<file path="config.mk">
export PLATFORM = sky130hd
export DESIGN_NAME = booth_mac_accumulator
export DESIGN_NICKNAME = d
export VERILOG_FILES = /design/src/rtl/booth_mac_accumulator.sv
export SDC_FILE = /design/constraint.sdc
export NUM_CORES = 1
export LEC_CHECK = 0
export ABC_AREA = 1
export BUFFER_PORTS_ARGS = -buffer_cell sky130_fd_sc_hd__buf_2
export CORE_UTILIZATION = 50
export DETAILED_ROUTE_END_ITERATION = 16
export PLACE_DENSITY = 0.73
export SYNTH_ARGS = -nofsm -noshare
export SYNTH_HDL_FRONTEND = slang
export SYNTH_SLANG_ARGS = --single-unit
</file>
<file path="constraint.sdc">
create_clock -name clk -period 4.74 [get_ports clk]
set_clock_uncertainty 0.05 [all_clocks]
set_input_delay 0.474 -clock clk [delete_from_list [all_inputs] [get_ports clk]]
set_output_delay 0.474 -clock clk [all_outputs]
set_load 0.05 [all_outputs]
</file>
<file path="src/rtl/booth_mac_accumulator.sv">
// Registered-input MAC that sums signed 32-bit multiplier products over a frame
// and returns the frame total through a valid/ready result port.
module booth_mac_accumulator #(
    parameter int ACC_W = 40,
    parameter int CNT_W = 8,
    parameter int SAT   = 1
) (
    input  logic             clk,
    input  logic             rst_n,
    input  logic             clear,
    input  logic             prod_valid,
    output logic             prod_ready,
    input  logic [31:0]      prod_data,
    input  logic             prod_last,
    output logic             res_valid,
    input  logic             res_ready,
    output logic [31:0]      res_data,
    output logic [ACC_W-1:0] res_acc,
    output logic [CNT_W-1:0] res_count,
    output logic             res_sat,
    output logic             res_ovf,
    output logic             res_forced
);

    // state  | meaning
    // ACCUM  | s1 term is added into acc every cycle it is valid
    // DONE   | frame result held on res_* until res_ready
    localparam logic [0:0] ST_ACCUM = 1'b0;
    localparam logic [0:0] ST_DONE  = 1'b1;

    localparam logic [CNT_W-1:0] CNT_ONE  = {{(CNT_W-1){1'b0}}, 1'b1};
    localparam logic [CNT_W-1:0] CNT_LAST = {{(CNT_W-1){1'b1}}, 1'b0};

    logic [0:0]       state;
    logic             s1_valid;
    logic [31:0]      s1_data;
    logic             s1_last;
    logic [ACC_W-1:0] acc;
    logic [CNT_W-1:0] count;
    logic             ovf_sticky;

    logic             s1_consume;
    logic             take;
    logic [ACC_W-1:0] term;
    logic [ACC_W-1:0] sum;
    logic             add_ovf;
    logic             frame_end;
    logic [ACC_W-32:0] acc_hi;
    logic             acc_fits;

    assign s1_consume = (state == ST_ACCUM) && s1_valid;
    assign prod_ready = !s1_valid || s1_consume;
    assign take       = prod_valid && prod_ready;

    assign term      = {{(ACC_W-32){s1_data[31]}}, s1_data};
    assign sum       = acc + term;
    assign add_ovf   = (acc[ACC_W-1] == term[ACC_W-1]) && (sum[ACC_W-1] != acc[ACC_W-1]);
    // count still holds the pre-increment value, so this term is number 2**CNT_W-1
    assign frame_end = s1_last || (count == CNT_LAST);

    always_ff @(posedge clk) begin
        if (!rst_n || clear) begin
            state      <= ST_ACCUM;
            s1_valid   <= 1'b0;
            s1_data    <= '0;
            s1_last    <= 1'b0;
            acc        <= '0;
            count      <= '0;
            ovf_sticky <= 1'b0;
            res_valid  <= 1'b0;
            res_forced <= 1'b0;
        end else begin
            if (take) begin
                s1_valid <= 1'b1;
                s1_data  <= prod_data;
                s1_last  <= prod_last;
            end else if (s1_consume) begin
                s1_valid <= 1'b0;
            end

            case (state)
                ST_ACCUM: begin
                    if (s1_valid) begin
                        acc        <= sum;
                        count      <= count + CNT_ONE;
                        ovf_sticky <= ovf_sticky || add_ovf;
                        if (frame_end) begin
                            state      <= ST_DONE;
                            res_valid  <= 1'b1;
                            res_forced <= !s1_last;
                        end
                    end
                end
                default: begin
                    if (res_ready) begin
                        state      <= ST_ACCUM;
                        acc        <= '0;
                        count      <= '0;
                        ovf_sticky <= 1'b0;
                        res_valid  <= 1'b0;
                        res_forced <= 1'b0;
                    end
                end
            endcase
        end
    end

    // acc fits in 32 signed bits when bits [ACC_W-1:31] are all equal
    assign acc_hi   = acc[ACC_W-1:31];
    assign acc_fits = (acc_hi == '0) || (&acc_hi);

    always_comb begin
        res_data = acc[31:0];
        res_sat  = 1'b0;
        if ((SAT != 0) && !acc_fits) begin
            res_sat  = 1'b1;
            res_data = acc[ACC_W-1] ? 32'h8000_0000 : 32'h7FFF_FFFF;
        end
    end

    assign res_acc   = acc;
    assign res_count = count;
    assign res_ovf   = ovf_sticky;

endmodule

</file>
## After elaboration in Yosys (flattened, before gate mapping)

Cells that the tools add are included.

| cells by class | value |
|---|---|
| reduce and logical (&&, ||, !) cells | 18 |
| bitwise logic cells | 1 |
| multiplexer cells | 24 |
| $add $sub $neg | 2 |
| eq/ne operators | 4 |

Operator list:

| cell | number |
|---|---|
| $mux W40 | 3 |
| $mux W32 | 2 |
| $add A40 B40 Y40 | 1 |
| $mux W8 | 3 |
| $mux W1 | 16 |
| $logic_not A9 Y1 | 1 |
| $reduce_and A9 Y1 | 1 |
| $add A8 B1 Y8 const B | 1 |
| $eq A8 B8 Y1 const B | 1 |
| $reduce_bool A2 Y1 | 3 |
| $logic_or A1 B1 Y1 | 5 |
| $logic_and A1 B1 Y1 | 3 |
| $logic_not A1 Y1 | 3 |
| $reduce_and A3 Y1 | 1 |
| $ne A2 B2 Y1 const B | 1 |
| $reduce_and A2 Y1 | 1 |
| $eq A1 B1 Y1 | 1 |
| $ne A1 B1 Y1 | 1 |
| $not A1 Y1 | 1 |

| word-level totals | value |
|---|---|
| bits in registers | 86 |
| output and inout port bits | 85 |
| input port bits | 38 |
| word-level logic and storage cells | 58 |

## Depth between registers and ports, before layout

Gate-level depths: netlist (run 1).

| depth | value |
|---|---|
| depth after elaboration | 6 |
| gate-level depth with buffers | 15 |
| gate-level depth less buffers | 15 |

## Least setup slack after synthesis (run 1)

Ideal clock, no wire load.

| timing | value |
|---|---|
| path kind | register -> output |
| from | register acc[39], in the netlist res_acc[39] |
| to | output port res_data[22] |
| buffers on the path | 1 |
| slack | 1,498 ps |
| arrival | 2,718 ps |
| required time | 4,216 ps |
| stages on the path, launching flop included | 6 |
| path through | dfxtp_1 inv_1 nor3_1 a31oi_1 clkbuf_1 o21ai_0 |

| on the way | value |
|---|---|
| cells in the longest elaborated chain, start to end | 3 |
| elaborated cells between the ends (all ways) | 5 |
| classes of those cells | mux (2); reduce/logical (3) |

RTL lines:

| what | RTL line | text |
|---|---|---|
| start: declaration | 38 | `logic [ACC_W-1:0] acc;` |
| start signal: assignment | 84 | `acc <= sum;` |
| $logic_not A9 Y1 / $reduce_and A9 Y1 (equally long branches) | 110 | `assign acc_fits = (acc_hi == '0) \|\| (&acc_hi);` |
| $logic_or A1 B1 Y1 | 110 |  |
| $mux W32 (*) | 115 | `if ((SAT != 0) && !acc_fits) begin` |
| end: declaration | 17 | `output logic [31:0] res_data,` |

Mark *: on every way between the ends. The rest lies on a longest branch, timed or not.

## Worst setup path after layout (run 1)

| timing | value |
|---|---|
| from | register acc[35], in the netlist res_acc[35] |
| to | output port res_data[7] |

| on the way | value |
|---|---|
| cells in the longest elaborated chain, start to end | 3 |
| elaborated cells between the ends (all ways) | 4 |
| classes of those cells | mux (1); reduce/logical (3) |

RTL lines:

| what | RTL line |
|---|---|
| $logic_not A9 Y1 / $reduce_and A9 Y1 (equally long branches) | 110 |
| $logic_or A1 B1 Y1 (*) | 110 |
| $mux W32 (*) | 115 |

Marked as above.

==> key figures, run 1 <==
Setup path
  – Critical Path Slowest Stage Cell: nand2_1
  – Critical path's top delay family: simple AND/OR/NAND/NOR gates
  – CP Max Fanout: 31
  – Setup crit end kind: output port
  – Worst Path Buf+Inv: 1
  – Worst Path Arrival: between 2 and 3 ns
  – CP Data Required Time: about 4.2 ns
  – Crit Path Class: reg -> out
  – Largest stage delay, worst path: 0.73 ns
  – Startpoint types: flop
  – CP Cell Sequence: nor4_1, a31oi_2, nand2_1, o21ai_0, buf_2

Logic synthesis
  – Synth Warn #: 0
  – Top_reg_cell synth: dfxtp_1
  – FFs w/ async S/R, synth: 0%
  – Syn Area/Cell: slightly above 6 um2
  – Mux cell area share after synthesis: 0%
  – Synth Register Bits: 86
  – Synthesized area: between 6000 and 7000 um2
  – Adder-cell share of the synthesized area: 8.56%
  – XOR/XNOR Fraction of Synth Area: 0%
  – Cell variety after synth: 40
  – Sequential area share after synthesis: approximately 28%
  – Syn nets: ~1.1k
  – Largest cells by area after synthesis: dfxtp_1, nand2_1, nor2_1
  – Post-synth top area cell: dfxtp_1
  – Compound-Gate Fraction of Synth Area: between 10% and 20%
  – Synth Instances: slightly above 1k
  – Post-Synth Simple-Gate Area: between 30% and 40%
  – Main combinational cell family by area after synthesis: simple AND/OR/NAND/NOR gates
  – Top cell type's share of synthesized area: 27.6%
  – Post-synth EDFFs: 0

Timing
  – RSZ-0062 raised after global routing: false
  – Slew @ Worst Pin: roughly 1.1 ns
  – Final setup margin: about 1.7 ns
  – Period minus WS final: between 3 and 4 ns
  – Max-Slew Margin vs Limit: between 20 and 30%
  – Final setup violation count: 0
  – Fin. Hold Viols: 0
  – Max Transition Viols Final: 0
  – Max Freq: 325 MHz
  – Worst hold slack: 0.312 ns
  – Setup TNS Final: 0 ns
  – Final period util: 64.9%

Placed design
  – I/O Buffers: about 120
  – DP Area: around 6900 um2
  – Place WS: around 2.0 ns
  – Routability cong.: slightly below 1
  – DP Wirelength: about 13000 um

Routing
  – Per-cell routed wire length: approximately 14 um
  – Via count: between 6k and 7k
  – DRC viols: 0
  – Vias/cell: a little over 5
  – Routed WL: between 15000 and 20000 um
  – Iter 0 DRT Violations: 407
  – DR pass1 iterations: 5
  – Post-route ant nets: 0

Cells and area
  – Final #Nets: approximately 1.2k
  – Fill count: roughly 1.2k
  – Most common cell after layout, fill and taps aside: nand2_1
  – Finished Cell Area: roughly 7200 um2
  – Layout cell share with drive strength beyond 1: 17.2%
  – Area Growth Syn to Fin: 15.8%
  – Most frequent cells in the layout: nand2_1, nor2_1, inv_1
  – Antenna diode count: 0

Die
  – Die Footprint: 12900 um2
  – Die Span Y: ~110 um
  – Core area: 12100 um2
  – FP Rows: 40
  – Initial Utilization: approximately half
  – Die width: around 110 um
  – Ports: between 100 and 150

Global route
  – First-pass GRT wire length: 28800 um
  – Global-route usage over all layers: 28.5%
  – Maximum number of pins on one net before global-route repair: 40
  – Initial antenna violation count: 0
  – Vias in the first global route: 5807
  – Gr ovfl total: 0

Status
  – Status: completed

Pwr
  – Cell Pwr Density: 224 nW/um2
  – Max VDD drop: 0.175 mV
  – LEAKAGE: 3.56 nW

Clock tree
  – CTS tree: done
  – Root Driver: clkbuf_16
  – Num CTS Buffers: 9
  – Clk sink count: between 80 and 90
  – Post-CTS Setup Repair Bufs: 0
  – Post-CTS resize count: 0
  – H-tree depth: 3
  – Reg clk slew, reported paths: ~0.060 ns
  – Hold_buf cts: 0
  – Clk_lat worst skew: between 0.3 and 0.4 ns
  – Clock Tree Buf Depth: 2

Flow run
  – Max-cap viol count: 0

Hold path
  – Hold WC Path Type: in -> reg
[stage by stage]
stage	util, %	instances	power (mW)
2_1_floorplan	-	1007	0.904
3_3_place_gp	57.5	1271	0.956
3_5_place_dp	57.5	1271	0.959
4_1_cts	59.8	1287	1.62
5_1_grt	59.8	1287	1.68
6_report	59.8	1287	1.61
[path summary, 6_finish.rpt]
kind                      from           end  slack (ns)  depth (start not counted)
setup / recovery   res_acc[35]   res_data[7]        1.66                          5
hold / removal    prod_data[0]    s1_data[0]        0.31                          3
setup reg to reg         state  res_count[6]        1.94                          6
hold reg to reg        s1_last    res_forced        0.42                          1
[registers in the layout (all words and copies together) (netlist names)]
signal and count:
s1_valid 1, res_forced 1, res_ovf 1, s1_data 32
s1_last 1, res_acc 40, res_valid 1, res_count 8
state 1
[cell families after synthesis]
group | after synthesis
flops | 86
fa+ha+maj | 42
simple gates | 489
compound gates | 231
buf+inv | 159
[final cells by class]
class                      count  area [um2]  area share [%]
multi-input combinational    762        3870            53.7
inverter                     128         480            6.66
clock buffer                  10         229            3.18
clock inverter                 6        46.3           0.642
tap                          168         210            2.92
timing repair buffer         127         648            8.99
sequential                    86        1720            23.9
[worst reg2reg max path: cells and delay by family, from the launching register on]
kind / cells / cell delay [ns]
AO/OA/AOI/OAI: 2 / 0.23
AND/OR/NAND/NOR: 3 / 1.38
flip-flops: 1 / 0.34
buffers and inverters: 1 / 0.69
[cell usage after synthesis (all sizes together) (2+ instances only)]
| master | number |
|---|---|
| a21oi | 108 |
| nor2 | 147 |
| dfxtp | 86 |
| a211oi | 3 |
| o21ai | 102 |
| nor4 | 4 |
| ha | 41 |
| nand3b | 7 |
| o21bai | 7 |
| nand3 | 52 |
| nand4 | 9 |
| inv | 127 |
| buf | 4 |
| clkbuf | 27 |
| a21o | 2 |
| nor3 | 6 |
| nand2 | 258 |
| a31oi | 3 |
| or2 | 6 |
[power breakdown]
part / switching [mW] / leakage, nW / internal [mW]
combinational: 0.140 / 2.73 / 0.0548
clock: 0.313 / 0.129 / 0.359
sequential: 0.0117 / 0.697 / 0.737
[per-layer routing]
layer / vias to the layer above / share of wire [%] / wire length [um] / GRT usage (%)
met5: - / 0 / 0 / 0
met4: 0 / 1.8 / 318 / 9.82
met3: 23 / 4.4 / 786 / 3.08
met2: 184 / 44 / 7820 / 45.4
met1: 2929 / 50 / 8800 / 39.9
li1: 3482 / - / - / -
Note: power is estimated with default switching activity, not from simulation.
==> run 2, diff against run 1 <==
--- a/config.mk
+++ b/config.mk
@@ -5,11 +5,11 @@
 export SDC_FILE = /design/constraint.sdc
 export NUM_CORES = 1
 export LEC_CHECK = 0
-export ABC_AREA = 1
+export ABC_AREA = 0
 export BUFFER_PORTS_ARGS = -buffer_cell sky130_fd_sc_hd__buf_2
 export CORE_UTILIZATION = 50
 export DETAILED_ROUTE_END_ITERATION = 16
-export PLACE_DENSITY = 0.73
+export PLACE_DENSITY = 0.77
 export SYNTH_ARGS = -nofsm -noshare
 export SYNTH_HDL_FRONTEND = slang
 export SYNTH_SLANG_ARGS = --single-unit
==> constraint.sdc (replaced) <==
create_clock -name clk -period 2.55 [get_ports clk]
set_clock_uncertainty 0.05 [all_clocks]
set_input_delay 0.255 -clock clk [delete_from_list [all_inputs] [get_ports clk]]
set_output_delay 0.255 -clock clk [all_outputs]
set_load 0.05 [all_outputs]
==> key figures, run 2 <==
Logic synthesis
  – Top cell type's share of synthesized area: 30.9% (+3.2 points)
  – Top_reg_cell synth: dfxtp_1
  – Syn Area/Cell: 7.61 um2 (+23%)
  – Synthesized area: 5580 um2 (-10%)
  – FFs w/ async S/R, synth: 0% (unchanged)
  – Synth Register Bits: 86 (unchanged)
  – Post-synth EDFFs: 0 (unchanged)
  – Commonest cells post-synth: nand2_1, a21oi_1, dfxtp_1
  – Post-synth top area cell: dfxtp_1
  – Top-count cell post-synth: nand2_1
  – Largest cells by area after synthesis: dfxtp_1, ha_1, nand2_1
  – Synth Instances: 733 (-27%)
  – Synth Warn #: 0 (unchanged)
  – Syn nets: 813 (-25%)
  – Cell variety after synth: 57 (+43%)
  – Sequential area share after synthesis: 30.9% (+3.2 points)

Routing
  – Post-route ant nets: 0 (unchanged)
  – Vias/cell: 5.71 (+11%)
  – Per-cell routed wire length: 16.9 um (+23%)
  – DR pass1 iterations: 6 (+1)
  – Via count: 6156 (-7.0%)
  – Iter 0 DRT Violations: 368 (-9.6%)
  – Routed WL: 18300 um (+3.1%)
  – DRC viols: 0 (unchanged)

Timing
  – Max Transition Viols Final: 0 (unchanged)
  – Final setup margin: -0.214 ns (-1.88 ns)
  – RSZ-0062 raised after global routing: true
  – Period minus WS final: approximately 2.8 ns
  – Final period util: 108%
  – Slew @ Worst Pin: 0.699 ns (-0.382 ns)
  – Setup TNS Final: -0.821 ns (-0.821 ns)
  – Final setup violation count: 7 (+7)
  – Max Freq: about 360 MHz
  – Max-Slew Margin vs Limit: 53.3% (+25 points)
  – Fin. Hold Viols: 0 (unchanged)

Pwr
  – Sequential share of power: 50.9% (+4.5 points)
  – Combinational share of power: 13.3% (+1.3 points)
  – Cell Pwr Density: 332 nW/um2 (+48%)
  – Max VDD drop: 0.374 mV (+110%)
  – Switching share of power: 29.2% (+0.48 points)
  – Clock power share: 35.8% (-5.8 points)
  – LEAKAGE: 3.80 nW (+6.7%)
  – Internal: 1.88 mW (+64%)
  – NetSw: 0.778 mW (+68%)

Clock tree
  – Num CTS Buffers: 9 (unchanged)
  – Reg clk slew, reported paths: 0.09 ns (+0.03 ns)
  – Root Driver: clkbuf_8
  – Clk_lat worst skew: 0.39 ns (+0.03 ns)
  – Clock Tree Buf Depth: 2 (unchanged)
  – H-tree depth: 3 (unchanged)
  – Clk sink count: 86 (unchanged)
  – CTS tree: done

Setup path
  – CP Data Required Time: 2.83 ns (-1.39 ns)
  – R2R depth: 12 (+6)
  – Startpoint types: flop
  – Worst Path Arrival: 3.04 ns (+0.49 ns)
  – CP Max Fanout: 5 (-84%)
  – Crit Path Class: reg -> reg
  – Setup crit end kind: flop

Cells and area
  – Fill count: 855 (-31%)
  – Finished Cell Area: 8020 um2 (+11%)
  – Max FFs per register: 40 (unchanged)
  – Most common cell after layout, fill and taps aside: nand2_1
  – Layout cell share with drive strength beyond 1: 40.7% (+24 points)
  – Final #Nets: 1014 (-15%)
  – Antenna diode count: 0 (unchanged)
  – Area Growth Syn to Fin: 43.9%
  – Most frequent cells in the layout: nand2_1, buf_2, buf_4

Hold path
  – Hold WC Path Type: in -> reg
  – Hold path cells: 3 (unchanged)

Die
  – FP Rows: 38 (-5.0%)
  – Die Footprint: 11600 um2 (-10%)
  – Initial Utilization: 51.4% (-0.20 points)
  – Die Span Y: 108 um (-5.3%)
  – Die width: 108 um (-5.3%)
  – Core area: 10800 um2 (-10%)
  – Ports: 123 (unchanged)

Global route
  – Maximum number of pins on one net before global-route repair: 35 (-13%)
  – Gr ovfl total: 0 (unchanged)
  – First-pass GRT wire length: 28100 um (-2.4%)
  – Initial antenna violation count: 0 (unchanged)
  – Global-route usage over all layers: 31.2% (+2.8 points)
  – Vias in the first global route: 5758 (-0.84%)

Flow run
  – Max-cap viol count: 0 (unchanged)

Placed design
  – Routability cong.: 0.901 (-9.0%)
  – DP Area: 7320 um2 (+5.6%)
  – I/O Buffers: 122 (unchanged)
  – DP Wirelength: 13000 um (-3.7%)

Status
  – Status: finished with violations
  – Failing checks: negative setup slack
-- run 2: layout make-up --
| cell class | count | area (um2) | area share, % |
|---|---|---|---|
| well taps | 140 | 175 | 2.18 |
| inverters | 24 | 90.1 | 1.12 |
| multi-input cells | 578 | 4230 | 52.7 |
| clock inverters | 4 | 28.8 | 0.359 |
| flip-flops and latches | 86 | 1840 | 22.9 |
| clock buffers | 12 | 156 | 1.95 |
| repair buffers | 235 | 1510 | 18.8 |
-- run 2: per-stage QoR --
stage                     instances  setup WS (ns)  power, mW  hold WS (ns)  utilization, %
after CTS                      1071         -0.185       2.66        0.0334            71.2
after global placement         1044         -0.137       1.71         0.394            67.6
after floorplan                 733         -0.203       1.60         0.322               -
after detailed placement       1044         -0.268       1.72         0.399            67.6
after global routing           1079         -0.380       2.76        0.0419            74.0
final                          1079         -0.214       2.66        0.0423            74.0
-- run 2: power by group through the flow --
stage,Clock [mW],Combinational (mW),Sequential [mW]
finish,0.952,0.355,1.36
global route,1.02,0.381,1.36
CTS,0.969,0.340,1.35
detailed placement,0,0.335,1.39
global placement,0,0.329,1.38
floorplan,0,0.214,1.39
-- run 2: final timing paths --
path	startpoint	endpoint	slack (ns)
hold reg to reg	res_valid	res_valid	0.41
hold / removal	prod_data[21]	s1_data[21]	0.04
setup / recovery	res_acc[21]	res_ovf	-0.21
setup reg to reg	res_acc[21]	res_ovf	-0.21
-- run 2: timing repair --
item                                   4_1_cts  5_1_grt
cloned                                       0        1
pin swaps                                   10       28
setup buffers                               11        7
resized for setup                           26       53
endpoints found under the hold margin        0        0
setup endpoints to repair                   43       31
hold buffers                                 0        0
-- run 2: worst max-delay path, stage by stage (launching register included) --
cell	delay [ns]
dfxtp_4	0.36
ha_4	0.25
a21o_1	0.17
a221oi_2	0.28
o21ai_1	0.14
a221oi_2	0.31
a211oi_2	0.16
o211a_1	0.27
buf_4	0.14
buf_4	0.13
nor4_4	0.25
a21oi_4	0.06
o21ai_1	0.12
-- run 2: layer usage --
metal | track usage, % | vias up | share of wire (%)
met5 | 0 | - | 0
met4 | 14.6 | 0 | 2.5
met3 | 4.60 | 27 | 5.5
met2 | 52.3 | 221 | 48
met1 | 39.2 | 2916 | 44
li1 | - | 2992 | -
-- run 2: cell families (layout without fill, tap and decap cells) --
kind of cell | Yosys count | count (layout) | share of synthesized area (%)
flops | 86 | 86 | 30.9
buf+inv | 69 | 275 | 4.91
simple gates | 249 | 249 | 19.8
xor+xnor | 38 | 38 | 5.97
fa+ha+maj | 42 | 42 | 9.56
compound gates | 249 | 249 | 28.8
